**src/rtl/touch_adc_responder.sv**
```systemverilog
// touch_adc_responder: responder end of the resistive-touch ADC serial link.
// Takes the command byte, pulses BUSY, then shifts back the selected sample.
module touch_adc_responder #(
  parameter int SYNC_STAGES = 2,
  parameter int RESULT_BITS = 12
) (
  input  logic                   cclk,
  input  logic                   rstb,
  input  logic                   touch_clk,
  input  logic                   touch_csb,
  input  logic                   data_in,
  output logic                   data_out,
  output logic                   touch_busy,
  input  logic [RESULT_BITS-1:0] x_value,
  input  logic [RESULT_BITS-1:0] y_value,
  input  logic [RESULT_BITS-1:0] z_value,
  output logic [7:0]             last_cmd,
  output logic                   frame_done
);

  localparam int CW = $clog2(RESULT_BITS + 1);
  localparam logic [CW-1:0] NB_FULL = CW'(RESULT_BITS);
  localparam logic [CW-1:0] NB_HALF = CW'(8);

  typedef enum logic [2:0] {
    S_IDLE,
    S_CMD,
    S_CONV,
    S_BUSY,
    S_SHIFT
  } state_t;

  state_t state_q, state_d;

  logic [SYNC_STAGES-1:0] clk_sync_q, clk_sync_d;
  logic [SYNC_STAGES-1:0] csb_sync_q, csb_sync_d;
  logic [SYNC_STAGES-1:0] din_sync_q, din_sync_d;
  logic clk_prev_q, clk_prev_d;

  logic clk_s;
  logic csb_s;
  logic din_s;
  logic rise;
  logic fall;

  logic [6:0]             cmd_sr_q, cmd_sr_d;
  logic [3:0]             bit_cnt_q, bit_cnt_d;
  logic [7:0]             last_cmd_q, last_cmd_d;
  logic [RESULT_BITS-1:0] sample_q, sample_d;
  logic [CW-1:0]          nbits_q, nbits_d;
  logic [CW-1:0]          rem_q, rem_d;
  logic                   dout_q, dout_d;
  logic                   busy_q, busy_d;
  logic                   done_q, done_d;

  logic [2:0]             chan;
  logic                   mode_8;
  logic [RESULT_BITS-1:0] raw;
  logic [RESULT_BITS-1:0] conv;

  // Next values for the input synchroniser chains
  always_comb begin
    clk_sync_d = {clk_sync_q[SYNC_STAGES-2:0], touch_clk};
    csb_sync_d = {csb_sync_q[SYNC_STAGES-2:0], touch_csb};
    din_sync_d = {din_sync_q[SYNC_STAGES-2:0], data_in};
    clk_s      = clk_sync_q[SYNC_STAGES-1];
    csb_s      = csb_sync_q[SYNC_STAGES-1];
    din_s      = din_sync_q[SYNC_STAGES-1];
    clk_prev_d = clk_s;
    rise       = clk_s & ~clk_prev_q;
    fall       = ~clk_s & clk_prev_q;
  end

  // Synchroniser flops; chip select resets to deselected
  always_ff @(posedge cclk or negedge rstb) begin
    if (!rstb) begin
      clk_sync_q <= '0;
      csb_sync_q <= '1;
      din_sync_q <= '0;
      clk_prev_q <= 1'b0;
    end else begin
      clk_sync_q <= clk_sync_d;
      csb_sync_q <= csb_sync_d;
      din_sync_q <= din_sync_d;
      clk_prev_q <= clk_prev_d;
    end
  end

  // Channel decode and width reduction of the sample to latch
  always_comb begin
    chan   = last_cmd_q[6:4];
    mode_8 = last_cmd_q[3];
    unique case (1'b1)
      (chan == 3'b101): raw = x_value;
      (chan == 3'b001): raw = y_value;
      (chan == 3'b011): raw = z_value;
      default:          raw = '0;
    endcase
    if (mode_8) conv = RESULT_BITS'(raw[RESULT_BITS-1 -: 8]);
    else        conv = raw;
  end

  // State register
  always_ff @(posedge cclk or negedge rstb) begin
    if (!rstb) state_q <= S_IDLE;
    else       state_q <= state_d;
  end

  // Next-state logic; deselect overrides any edge
  always_comb begin
    state_d = state_q;
    if (csb_s) begin
      state_d = S_IDLE;
    end else begin
      unique case (state_q)
        S_IDLE:  if (rise && din_s) state_d = S_CMD;
        S_CMD:   if (rise && bit_cnt_q == 4'd7) state_d = S_CONV;
        S_CONV:  if (fall) state_d = S_BUSY;
        S_BUSY:  if (fall) state_d = S_SHIFT;
        S_SHIFT: if (fall && rem_q == '0) state_d = S_IDLE;
        default: state_d = S_IDLE;
      endcase
    end
  end

  // Datapath and output next values per state
  always_comb begin
    cmd_sr_d   = cmd_sr_q;
    bit_cnt_d  = bit_cnt_q;
    last_cmd_d = last_cmd_q;
    sample_d   = sample_q;
    nbits_d    = nbits_q;
    rem_d      = rem_q;
    dout_d     = dout_q;
    busy_d     = busy_q;
    done_d     = 1'b0;
    if (csb_s) begin
      cmd_sr_d  = '0;
      bit_cnt_d = '0;
      nbits_d   = '0;
      rem_d     = '0;
      dout_d    = 1'b0;
      busy_d    = 1'b0;
    end else begin
      unique case (state_q)
        S_IDLE: begin
          if (rise && din_s) begin
            cmd_sr_d  = 7'h01;
            bit_cnt_d = 4'd1;
          end
        end
        S_CMD: begin
          if (rise) begin
            cmd_sr_d  = {cmd_sr_q[5:0], din_s};
            bit_cnt_d = bit_cnt_q + 4'd1;
            if (bit_cnt_q == 4'd7)
              last_cmd_d = {cmd_sr_q, din_s};
          end
        end
        S_CONV: begin
          if (fall) begin
            busy_d   = 1'b1;
            dout_d   = 1'b0;
            sample_d = conv;
            nbits_d  = mode_8 ? NB_HALF : NB_FULL;
          end
        end
        S_BUSY: begin
          if (fall) begin
            busy_d = 1'b0;
            dout_d = sample_q[nbits_q - 1'b1];
            rem_d  = nbits_q - 1'b1;
          end
        end
        S_SHIFT: begin
          if (fall) begin
            if (rem_q != '0) begin
              dout_d = sample_q[rem_q - 1'b1];
              rem_d  = rem_q - 1'b1;
            end else begin
              dout_d    = 1'b0;
              done_d    = 1'b1;
              cmd_sr_d  = '0;
              bit_cnt_d = '0;
              nbits_d   = '0;
            end
          end
        end
        default: begin
          dout_d = 1'b0;
          busy_d = 1'b0;
        end
      endcase
    end
  end

  // Datapath and output registers
  always_ff @(posedge cclk or negedge rstb) begin
    if (!rstb) begin
      cmd_sr_q   <= '0;
      bit_cnt_q  <= '0;
      last_cmd_q <= '0;
      sample_q   <= '0;
      nbits_q    <= '0;
      rem_q      <= '0;
      dout_q     <= 1'b0;
      busy_q     <= 1'b0;
      done_q     <= 1'b0;
    end else begin
      cmd_sr_q   <= cmd_sr_d;
      bit_cnt_q  <= bit_cnt_d;
      last_cmd_q <= last_cmd_d;
      sample_q   <= sample_d;
      nbits_q    <= nbits_d;
      rem_q      <= rem_d;
      dout_q     <= dout_d;
      busy_q     <= busy_d;
      done_q     <= done_d;
    end
  end

  // Drive ports straight from registers
  always_comb begin
    data_out   = dout_q;
    touch_busy = busy_q;
    last_cmd   = last_cmd_q;
    frame_done = done_q;
  end

endmodule

```
**config.mk**
```make
export PLATFORM = sky130hd
export DESIGN_NAME = touch_adc_responder
export DESIGN_NICKNAME = d
export VERILOG_FILES = /design/src/rtl/touch_adc_responder.sv
export SDC_FILE = /design/constraint.sdc
export NUM_CORES = 1
export LEC_CHECK = 0
export ABC_AREA = 1
export BUFFER_PORTS_ARGS = -buffer_cell sky130_fd_sc_hd__buf_4
export CORE_UTILIZATION = 50
export CTS_CLUSTER_DIAMETER = 150
export DETAILED_ROUTE_END_ITERATION = 6
export PLACE_DENSITY = 0.8
export SETUP_SLACK_MARGIN = 0.02
export SLEW_MARGIN = 30
export SYNTH_ARGS = -nofsm -noshare
export SYNTH_HDL_FRONTEND = slang
export SYNTH_SLANG_ARGS = --single-unit
```
**constraint.sdc**
```tcl
create_clock -name cclk -period 2.3 [get_ports cclk]
set_input_delay 0.46 -clock cclk [delete_from_list [all_inputs] [get_ports cclk]]
set_output_delay 0.46 -clock cclk [all_outputs]
set_load 0.005 [all_outputs]
```
==> flow_metrics.py, run 1 <==
metrics = {
    "yosys": {
        "synth_edf_count": 0,
        "yosysUniqueCellTypes": 32,
        "syn_area_sq_um": 2770,
        "ys_seq_area_share_pct": 45.3,
        "postSynthCellCount": 340,
        "synth_top_area_share_pct": 43.4,
        "synth_seq_cells": 50,
        "synth_fp_nets": 384,
        "synthArstFlopShare_pct": 100,
        "yosysWarningCount": 0,
        "synth_largest_area_cell": "dfrtp_1",
        "syn_area_per_cell_sq_um": 8.14,
        "ys_top_cells_by_area": "dfrtp_1 43%, nand2_1 16%, nand3_1 7.0%",
        "synth_ff_type": "dfrtp_1",
    },
    "floorplan": {
        "start_util_pct": 53.2,
        "design.die.area_sq_um": 5840,
        "io_pins": 52,
        "dieWidth_um": 76.4,
        "die_y_um": 76.4,
        "rows": 26,
        "core_region_area_sq_um": 5200,
    },
    "power": {
        "cellPowerDensity_nw_per_um2": 765,
        "pwr-share-comb_pct": 29.4,
        "power.share.clock_pct": 24.8,
        "p_int_mw": 1.64,
        "vdd_drop_max_v": 0.000492,
        "p_sw_mw": 0.888,
        "power_frac_seq_pct": 45.8,
        "p_leak_nw": 1.66,
        "swShare_pct": 35.2,
        "finalPower_mw": 2.53,
    },
    "clocking": {
        "htree_levels": 2,
        "post-cts-setup-buffer-count": 0,
        "cts_tree": "yes",
        "worstSkewPairLatency_ns": 0.31,
        "cts_hold_buf": 0,
        "cts_sinks": 50,
        "path_clk_slew_ns": 0.09,
        "clockBufferDepth": 2,
        "cts-root-buf": "clkbuf_8",
        "cts_resized": 0,
        "cts_buffers": 5,
    },
    "critical_path": {
        "cpMaxStageDelayCell": "dfrtp_1",
        "cp.arrival_ns": 2.14,
        "regToRegSetupSlack_ns": 0.40,
        "regToRegStartpoint": "rem_q[0]$_DFFE_PN0P_",
        "cp_max_fo": 22,
        "required_ns": 2.54,
        "worstReg2RegEnd": "cmd_sr_q[5]$_DFFE_PN0P_",
        "crit_type": "register to register",
        "cp-end-kind": "register",
        "start_kind": "register",
        "crit_chain": "clkinv_1, ha_1, nand3_2, o21ai_2, nand3_2, buf_4, nand2_1, o21ai_2",
        "critPathLaunch": "rem_q[0]$_DFFE_PN0P_",
        "crit_end": "cmd_sr_q[5]$_DFFE_PN0P_",
        "ff2ff_path_depth": 8,
        "max_stage_delay_ns": 0.48,
    },
    "placed_design": {
        "place_area_sq_um": 3190,
        "hpwlAfterDp_mm": 4.33,
        "gp_congestion": 0.855,
        "place_ws_ns": 0.439,
        "dp.cells": 455,
        "portBuffers": 51,
    },
    "sta": {
        "fin_skew_ns": 0.00463,
        "fin_ws_ns": 0.403,
        "setup_violations": 0,
        "finalCritPeriodShare_pct": 82.5,
        "final-hold-violation-count": 0,
        "rsz0062_at_grt": "no",
        "setup_tns_ns": 0,
        "worst_pin_slew_ns": 0.750,
        "slew_headroom_pct": 49.8,
        "hold_ws_ns": 0.154,
        "fmax_mhz": 527,
        "maxSlewViolCount": 0,
        "finalCriticalPeriod_ns": 1.90,
    },
    "finish": {
        "final_area_sq_um": 3300,
        "fin_util_pct": 63.5,
        "final_cell_mix": "118 x nand2_1, 52 x buf_4, 48 x dfrtp_1",
        "areaGrowthSynthToFinish_pct": 19.3,
        "n_fill_cell": 458,
        "final_layout_size_suffix_gt1_share_pct": 26.2,
        "finalNonFillerCells": 463,
        "diodes": 0,
        "final_common_cell": "nand2_1",
        "fin_nets": 436,
    },
    "drt": {
        "wl_per_cell_um": 12.5,
        "drc": 0,
        "vias": 2370,
        "ant_nets": 0,
        "wl_mm": 5.79,
        "drt_iter0_drc": 150,
        "avgViaCountPerCell": 5.12,
        "firstDrtPassIters": 4,
    },
    "grt": {
        "grt_pass1_wl_mm": 10.4,
        "grt_max_degree": 51,
        "overflow": 0,
        "antenna_found_initial": 0,
        "grt.total_usage_pct": 22.0,
        "grt_pass1_vias": 2309,
    },
    "job": {
        "drv_cap": 0,
    },
    "outcome": {
        "run_status": "completed",
    },
    "min_path": {
        "hold_class": "input port to async pin",
    },
}
==> Yosys cell counts (all sizes together), types with 2 or more instances <==
cell type  instances
nor3               6
clkbuf             2
inv               32
nand4              3
o21ai             28
ha                 3
nand3             45
o22ai              3
dfrtp             48
a22o               4
nor2              17
a21oi              9
buf                5
nand2            122
dfstp              2
mux2               7
==> critical path: cells and delay by family, from the launching register on <==
family | cells | cell delay, ns
simple gates | 3 | 0.31
flops | 1 | 0.48
fa+ha+maj | 1 | 0.30
compound gates | 2 | 0.16
buf+inv | 2 | 0.57
==> flip-flops by register name (all words and copies together), names as in the netlist, 2 cells and up <==
name        flops
csb_sync_q      2
bit_cnt_q       4
din_sync_q      2
sample_q       12
nbits_q         2
clk_sync_q      2
rem_q           4
cmd_sr_q        7
state_q         3
last_cmd        8
==> kinds of logic (layout without fill, tap and decap cells) <==
group                    count (synthesis)  count (layout)  synth area share (%)
multiplexers                             7               7                  3.80
AND/OR/NAND/NOR                        194             194                  32.2
AO/OA/AOI/OAI                           45              45                  10.4
adder cells (fa/ha/maj)                  3               3                  1.36
flip-flops                              50              50                  45.3
buffers and inverters                   40              93                  6.60
XOR/XNOR                                 1               1                 0.316
==> area by class of cell <==
class / count / area, sq um / share of cell area [%]
clock buffers: 6 / 72.6 / 2.20
clock inverters: 2 / 38.8 / 1.17
inverters: 33 / 129 / 3.90
multi-input cells: 250 / 1330 / 40.3
flip-flops and latches: 50 / 1250 / 37.9
well taps: 70 / 87.6 / 2.65
repair buffers: 52 / 390 / 11.8
==> how the worst min path moves through the flow <==
stage	startpoint	to	slack [ns]
CTS	rstb	clk_sync_q[0]$_DFF_PN0_	0.18
detailed placement	din_sync_q[0]$_DFF_PN0_	din_sync_q[1]$_DFF_PN0_	0.34
global placement	clk_sync_q[0]$_DFF_PN0_	clk_sync_q[1]$_DFF_PN0_	0.33
floorplan	rstb	bit_cnt_q[0]$_DFFE_PN0P_	0.16
global route	rstb	din_sync_q[0]$_DFF_PN0_	0.22
finish	rstb	clk_sync_q[0]$_DFF_PN0_	0.15
==> power by group through the flow <==
| stage | Sequential [mW] | Combinational, mW | Clock [mW] |
|---|---|---|---|
| 2_1_floorplan | 1.13 | 0.608 | 0 |
| 3_5_place_dp | 1.17 | 0.743 | 0 |
| 5_1_grt | 1.18 | 0.850 | 0.671 |
| 3_3_place_gp | 1.17 | 0.725 | 0 |
| 4_1_cts | 1.16 | 0.748 | 0.639 |
| 6_report | 1.16 | 0.743 | 0.626 |
==> layer usage <==
metal	up-vias	track usage [%]	part of all wire, %
met2	27	37.5	50
met4	0	5.58	0.98
met5	-	0	0
met1	1121	28.5	47
met3	4	4.55	2.5
li1	1218	-	-
Power figures use the tool's default switching activity.
==> run 2, diff against run 1 <==
PLACE_DENSITY = 0.83   (was 0.8)
clock period = 1.67 ns   (was 2.3 ns; I/O delays follow)
==> flow_metrics.py, run 2 (same netlist as run 1, synthesis figures left out) <==
metrics = {
    "finish": {
        "final_area_sq_um": 3510,
        "fin_util_pct": 67.4,
        "areaGrowthSynthToFinish_pct": 26.8,
        "fin_nets": 455,
        "n_fill_cell": 401,
        "largest_reg_flops": 12,
        "final_common_cell": "nand2_1",
        "regMostFlops": "sample_q",
        "diodes": 0,
        "final_cell_mix": "117 x nand2_1, 70 x buf_4, 47 x dfrtp_1",
        "final_layout_size_suffix_gt1_share_pct": 31.6,
    },
    "job": {
        "drv_cap": 0,
    },
    "clocking": {
        "worstSkewPairLatency_ns": 0.31,
        "cts_hold_buf": 0,
        "path_clk_slew_ns": 0.09,
        "htree_levels": 2,
        "cts_tree": "yes",
        "cts-root-buf": "clkbuf_8",
        "clockBufferDepth": 2,
        "cts_sinks": 50,
        "cts_buffers": 5,
    },
    "min_path": {
        "hold_class": "input port to async pin",
    },
    "grt": {
        "grt.total_usage_pct": 22.6,
        "overflow": 0,
        "antenna_found_initial": 0,
        "grt_max_degree": 51,
        "grt_pass1_wl_mm": 10.6,
        "grt_pass1_vias": 2404,
    },
    "sta": {
        "setup_tns_ns": 0,
        "final-hold-violation-count": 0,
        "worst_pin_slew_ns": 0.615,
        "slew_headroom_pct": 59.0,
        "finalCriticalPeriod_ns": 1.62,
        "maxSlewViolCount": 0,
        "fin_skew_ns": 0.00837,
        "setup_violations": 0,
        "finalCritPeriodShare_pct": 96.8,
        "hold_ws_ns": 0.0241,
        "fmax_mhz": 619,
        "rsz0062_at_grt": "no",
    },
    "placed_design": {
        "place_area_sq_um": 3260,
        "gp_congestion": 0.880,
        "portBuffers": 51,
        "hpwlAfterDp_mm": 4.37,
    },
    "floorplan": {
        "io_pins": 52,
        "die_y_um": 76.4,
        "design.die.area_sq_um": 5840,
        "start_util_pct": 53.2,
        "core_region_area_sq_um": 5200,
        "dieWidth_um": 76.4,
        "rows": 26,
    },
    "drt": {
        "firstDrtPassIters": 7,
        "wl_mm": 6.30,
        "drt_iter0_drc": 183,
        "vias": 2485,
        "ant_nets": 0,
        "drc": 0,
        "avgViaCountPerCell": 5.16,
        "wl_per_cell_um": 13.1,
    },
    "power": {
        "power.share.clock_pct": 24.4,
        "p_sw_mw": 1.30,
        "power_frac_seq_pct": 43.3,
        "cellPowerDensity_nw_per_um2": 1050,
        "finalPower_mw": 3.70,
        "pwr-share-comb_pct": 32.3,
        "vdd_drop_max_v": 0.000881,
        "p_leak_nw": 1.77,
        "p_int_mw": 2.40,
        "swShare_pct": 35.2,
    },
    "critical_path": {
        "crit_type": "register to register",
        "regToRegSetupSlack_ns": 0.05,
        "regToRegStartpoint": "state_q[0]$_DFFE_PN0P_",
        "worstReg2RegEnd": "sample_q[3]$_DFFE_PN0P_",
        "cp_max_fo": 6,
        "start_kind": "register",
        "cp-end-kind": "register",
        "required_ns": 1.87,
        "ff2ff_path_depth": 8,
        "cp.arrival_ns": 1.81,
    },
    "outcome": {
        "run_status": "completed",
    },
}
## run 2: how the worst max path moves through the flow
stage,to,slack (ns),depth (start not counted),startpoint
after CTS,data_out$_DFFE_PN0P_,0.05,10,rem_q[0]$_DFFE_PN0P_
after detailed placement,data_out$_DFFE_PN0P_,0.07,10,rem_q[0]$_DFFE_PN0P_
after global placement,data_out$_DFFE_PN0P_,0.10,10,rem_q[0]$_DFFE_PN0P_
final,sample_q[3]$_DFFE_PN0P_,0.05,8,state_q[0]$_DFFE_PN0P_
after floorplan,bit_cnt_q[2]$_DFFE_PN0P_,0.04,9,rem_q[0]$_DFFE_PN0P_
after global routing,sample_q[7]$_DFFE_PN0P_,0.002,8,state_q[0]$_DFFE_PN0P_
## run 2: per-layer routing
layer | vias to the layer above | wire [um] | track usage [%]
met2 | 72 | 3250 | 37.6
met4 | 0 | 146 | 9.42
met3 | 18 | 214 | 4.07
li1 | 1257 | - | -
met5 | - | 0 | 0
met1 | 1138 | 2690 | 28.9
## run 2: power groups by stage
| stage | Clock (mW) | Sequential [mW] | Combinational, mW |
|---|---|---|---|
| after floorplan | 0 | 1.55 | 0.837 |
| after global placement | 0 | 1.61 | 1.09 |
| after detailed placement | 0 | 1.61 | 1.12 |
| after CTS | 0.914 | 1.58 | 1.13 |
| after global routing | 0.966 | 1.62 | 1.36 |
| final | 0.905 | 1.60 | 1.19 |
## run 2: what timing repair did
item                                    CTS  global route
endpoints found under the setup margin    0            31
gates resized for setup                   0            15
setup buffers                             0            12
## run 2: worst max-delay path, stage by stage, from the launching register on
cell      delay, ns
dfrtp_2        0.46
inv_4          0.10
nand3_4        0.08
nor3_4         0.29
clkinv_4       0.13
buf_4          0.17
buf_4          0.13
nand2_1        0.05
nand3_1        0.08
## run 2: layout make-up
class	instances	area (sq um)	share of cell area, %
clock inverters	2	38.8	1.11
well taps	70	87.6	2.50
repair buffers	71	546	15.5
multi-input cells	250	1360	38.9
inverters	33	136	3.89
clock buffers	6	82.6	2.35
flip-flops and latches	50	1250	35.8
## run 2: stage by stage
step	instances	setup slack, ns
after CTS	470	0.0521
after floorplan	340	0.0360
after global routing	482	0.00164
after global placement	462	0.101
final	482	0.0534
after detailed placement	462	0.0730
==> run 3, diff against run 2 <==
MAX_ROUTING_LAYER = met4   (was unset)
==> flow_metrics.py, run 3 (same netlist as run 1, synthesis figures left out) <==
metrics = {
    "critical_path": {
        "regToRegStartpoint": "rem_q[1]$_DFFE_PN0P_",
        "required_ns": 1.88,
        "regToRegSetupSlack_ns": 0.08,
        "worstReg2RegEnd": "cmd_sr_q[6]$_DFFE_PN0P_",
        "crit_end": "cmd_sr_q[6]$_DFFE_PN0P_",
        "cpMaxStageDelayCell": "dfrtp_1",
        "crit_chain": "inv_1, ha_1, nand3_2, o21ai_2, nand3_2, buf_12, nand2_1, o21ai_2",
        "crit_type": "register to register",
        "start_kind": "register",
        "cp_max_fo": 22,
        "cp-end-kind": "register",
        "cp.arrival_ns": 1.80,
        "critPathLaunch": "rem_q[1]$_DFFE_PN0P_",
        "ff2ff_path_depth": 8,
        "max_stage_delay_ns": 0.39,
    },
    "finish": {
        "final_cell_mix": "117 x nand2_1, 65 x buf_4, 47 x dfrtp_1",
        "regMostFlops": "sample_q",
        "fin_nets": 451,
        "diodes": 0,
        "areaGrowthSynthToFinish_pct": 25.1,
        "final_common_cell": "nand2_1",
        "finalNonFillerCells": 478,
        "final_layout_size_suffix_gt1_share_pct": 30.9,
        "largest_reg_flops": 12,
    },
    "power": {
        "pwr-share-comb_pct": 32.2,
        "swShare_pct": 34.9,
        "power_frac_seq_pct": 43.4,
        "cellPowerDensity_nw_per_um2": 1060,
        "p_int_mw": 2.40,
        "vdd_drop_max_v": 0.000869,
        "p_sw_mw": 1.29,
        "power.share.clock_pct": 24.4,
        "p_leak_nw": 1.75,
    },
    "clocking": {
        "cts_hold_buf": 0,
        "htree_levels": 2,
        "clockBufferDepth": 2,
        "worstSkewPairLatency_ns": 0.31,
        "path_clk_slew_ns": 0.09,
        "cts_sinks": 50,
        "cts-root-buf": "clkbuf_8",
        "cts_tree": "yes",
        "cts_buffers": 5,
    },
    "grt": {
        "antenna_found_initial": 0,
        "grt.total_usage_pct": 23.2,
        "grt_pass1_vias": 2403,
        "grt_pass1_wl_mm": 10.6,
        "grt_max_degree": 51,
        "overflow": 0,
    },
    "job": {
        "drv_cap": 0,
    },
    "floorplan": {
        "design.die.area_sq_um": 5840,
        "start_util_pct": 53.2,
        "die_y_um": 76.4,
        "core_region_area_sq_um": 5200,
        "dieWidth_um": 76.4,
        "rows": 26,
        "io_pins": 52,
    },
    "sta": {
        "rsz0062_at_grt": "yes",
        "setup_violations": 0,
        "final-hold-violation-count": 0,
        "finalCriticalPeriod_ns": 1.59,
        "maxSlewViolCount": 0,
        "fin_skew_ns": 0.00724,
        "fin_ws_ns": 0.0759,
        "fmax_mhz": 627,
        "finalCritPeriodShare_pct": 95.5,
        "worst_pin_slew_ns": 0.618,
        "slew_headroom_pct": 58.8,
    },
    "drt": {
        "wl_per_cell_um": 12.8,
        "avgViaCountPerCell": 5.14,
        "firstDrtPassIters": 4,
        "vias": 2457,
        "wl_mm": 6.14,
        "ant_nets": 0,
        "drc": 0,
        "drt_iter0_drc": 164,
    },
    "min_path": {
        "hold_class": "input port to async pin",
    },
    "placed_design": {
        "portBuffers": 51,
        "hpwlAfterDp_mm": 4.37,
        "gp_congestion": 0.894,
        "place_ws_ns": 0.0730,
        "dp.cells": 462,
    },
    "outcome": {
        "run_status": "completed",
    },
}
## run 3: worst min-delay path by stage
stage | end | depth (start not counted)
6_report | din_sync_q[0]$_DFF_PN0_ | 1
5_1_grt | last_cmd[2]$_DFFE_PN0P_ | 1
4_1_cts | din_sync_q[0]$_DFF_PN0_ | 1
3_5_place_dp | clk_sync_q[1]$_DFF_PN0_ | 0
3_3_place_gp | din_sync_q[1]$_DFF_PN0_ | 0
2_1_floorplan | bit_cnt_q[0]$_DFFE_PN0P_ | 0
## run 3: metal layers
layer  track usage (%)  wire [um]
met2              37.6       3070
met5                 -          0
met4              9.42        169
met1              28.8       2740
met3              4.07        156
## run 3: final cells by class
| type | instances | area (sq um) |
|---|---|---|
| inverters | 33 | 136 |
| multi-input cells | 250 | 1350 |
| well taps | 70 | 87.6 |
| clock buffers | 6 | 82.6 |
| fillers | 413 | 1740 |
| clock inverters | 2 | 38.8 |
| repair buffers | 67 | 513 |
| flip-flops and latches | 50 | 1250 |
## run 3: timing repair
item | CTS | global route
endpoints found under the setup margin | 0 | 31
gates resized for setup | 0 | 11
setup buffers | 0 | 8
hold endpoints to repair | 0 | 0
## run 3: power groups by stage
stage / Clock (mW) / Sequential (mW) / Combinational (mW)
3_3_place_gp: 0 / 1.61 / 1.09
3_5_place_dp: 0 / 1.61 / 1.12
4_1_cts: 0.914 / 1.58 / 1.13
5_1_grt: 0.968 / 1.62 / 1.35
2_1_floorplan: 0 / 1.55 / 0.837
6_report: 0.899 / 1.60 / 1.19
## run 3: worst max-delay path: cells and delay by family (launching register included)
family                     cells  cell delay (ns)
adders and majority gates      1             0.18
buffers and inverters          2             0.29
DFF                            1             0.39
AOI/OAI and AO/OA              2             0.29
and+or+nand+nor                3             0.33
## run 3: stage by stage
step / instance area, sq um / TNS [ns] / hold WS (ns) / util, % / total power [mW]
after floorplan: 2770 / 0 / 0.0384 / - / 2.39
after global placement: 3260 / 0 / 0.332 / 62.6 / 2.70
after detailed placement: 3260 / 0 / 0.336 / 62.6 / 2.72
after CTS: 3380 / 0 / 0.0500 / 64.9 / 3.63
after global routing: 3460 / -0.167 / 0.0823 / 66.6 / 3.94
final: 3460 / 0 / 0.0339 / 66.6 / 3.69
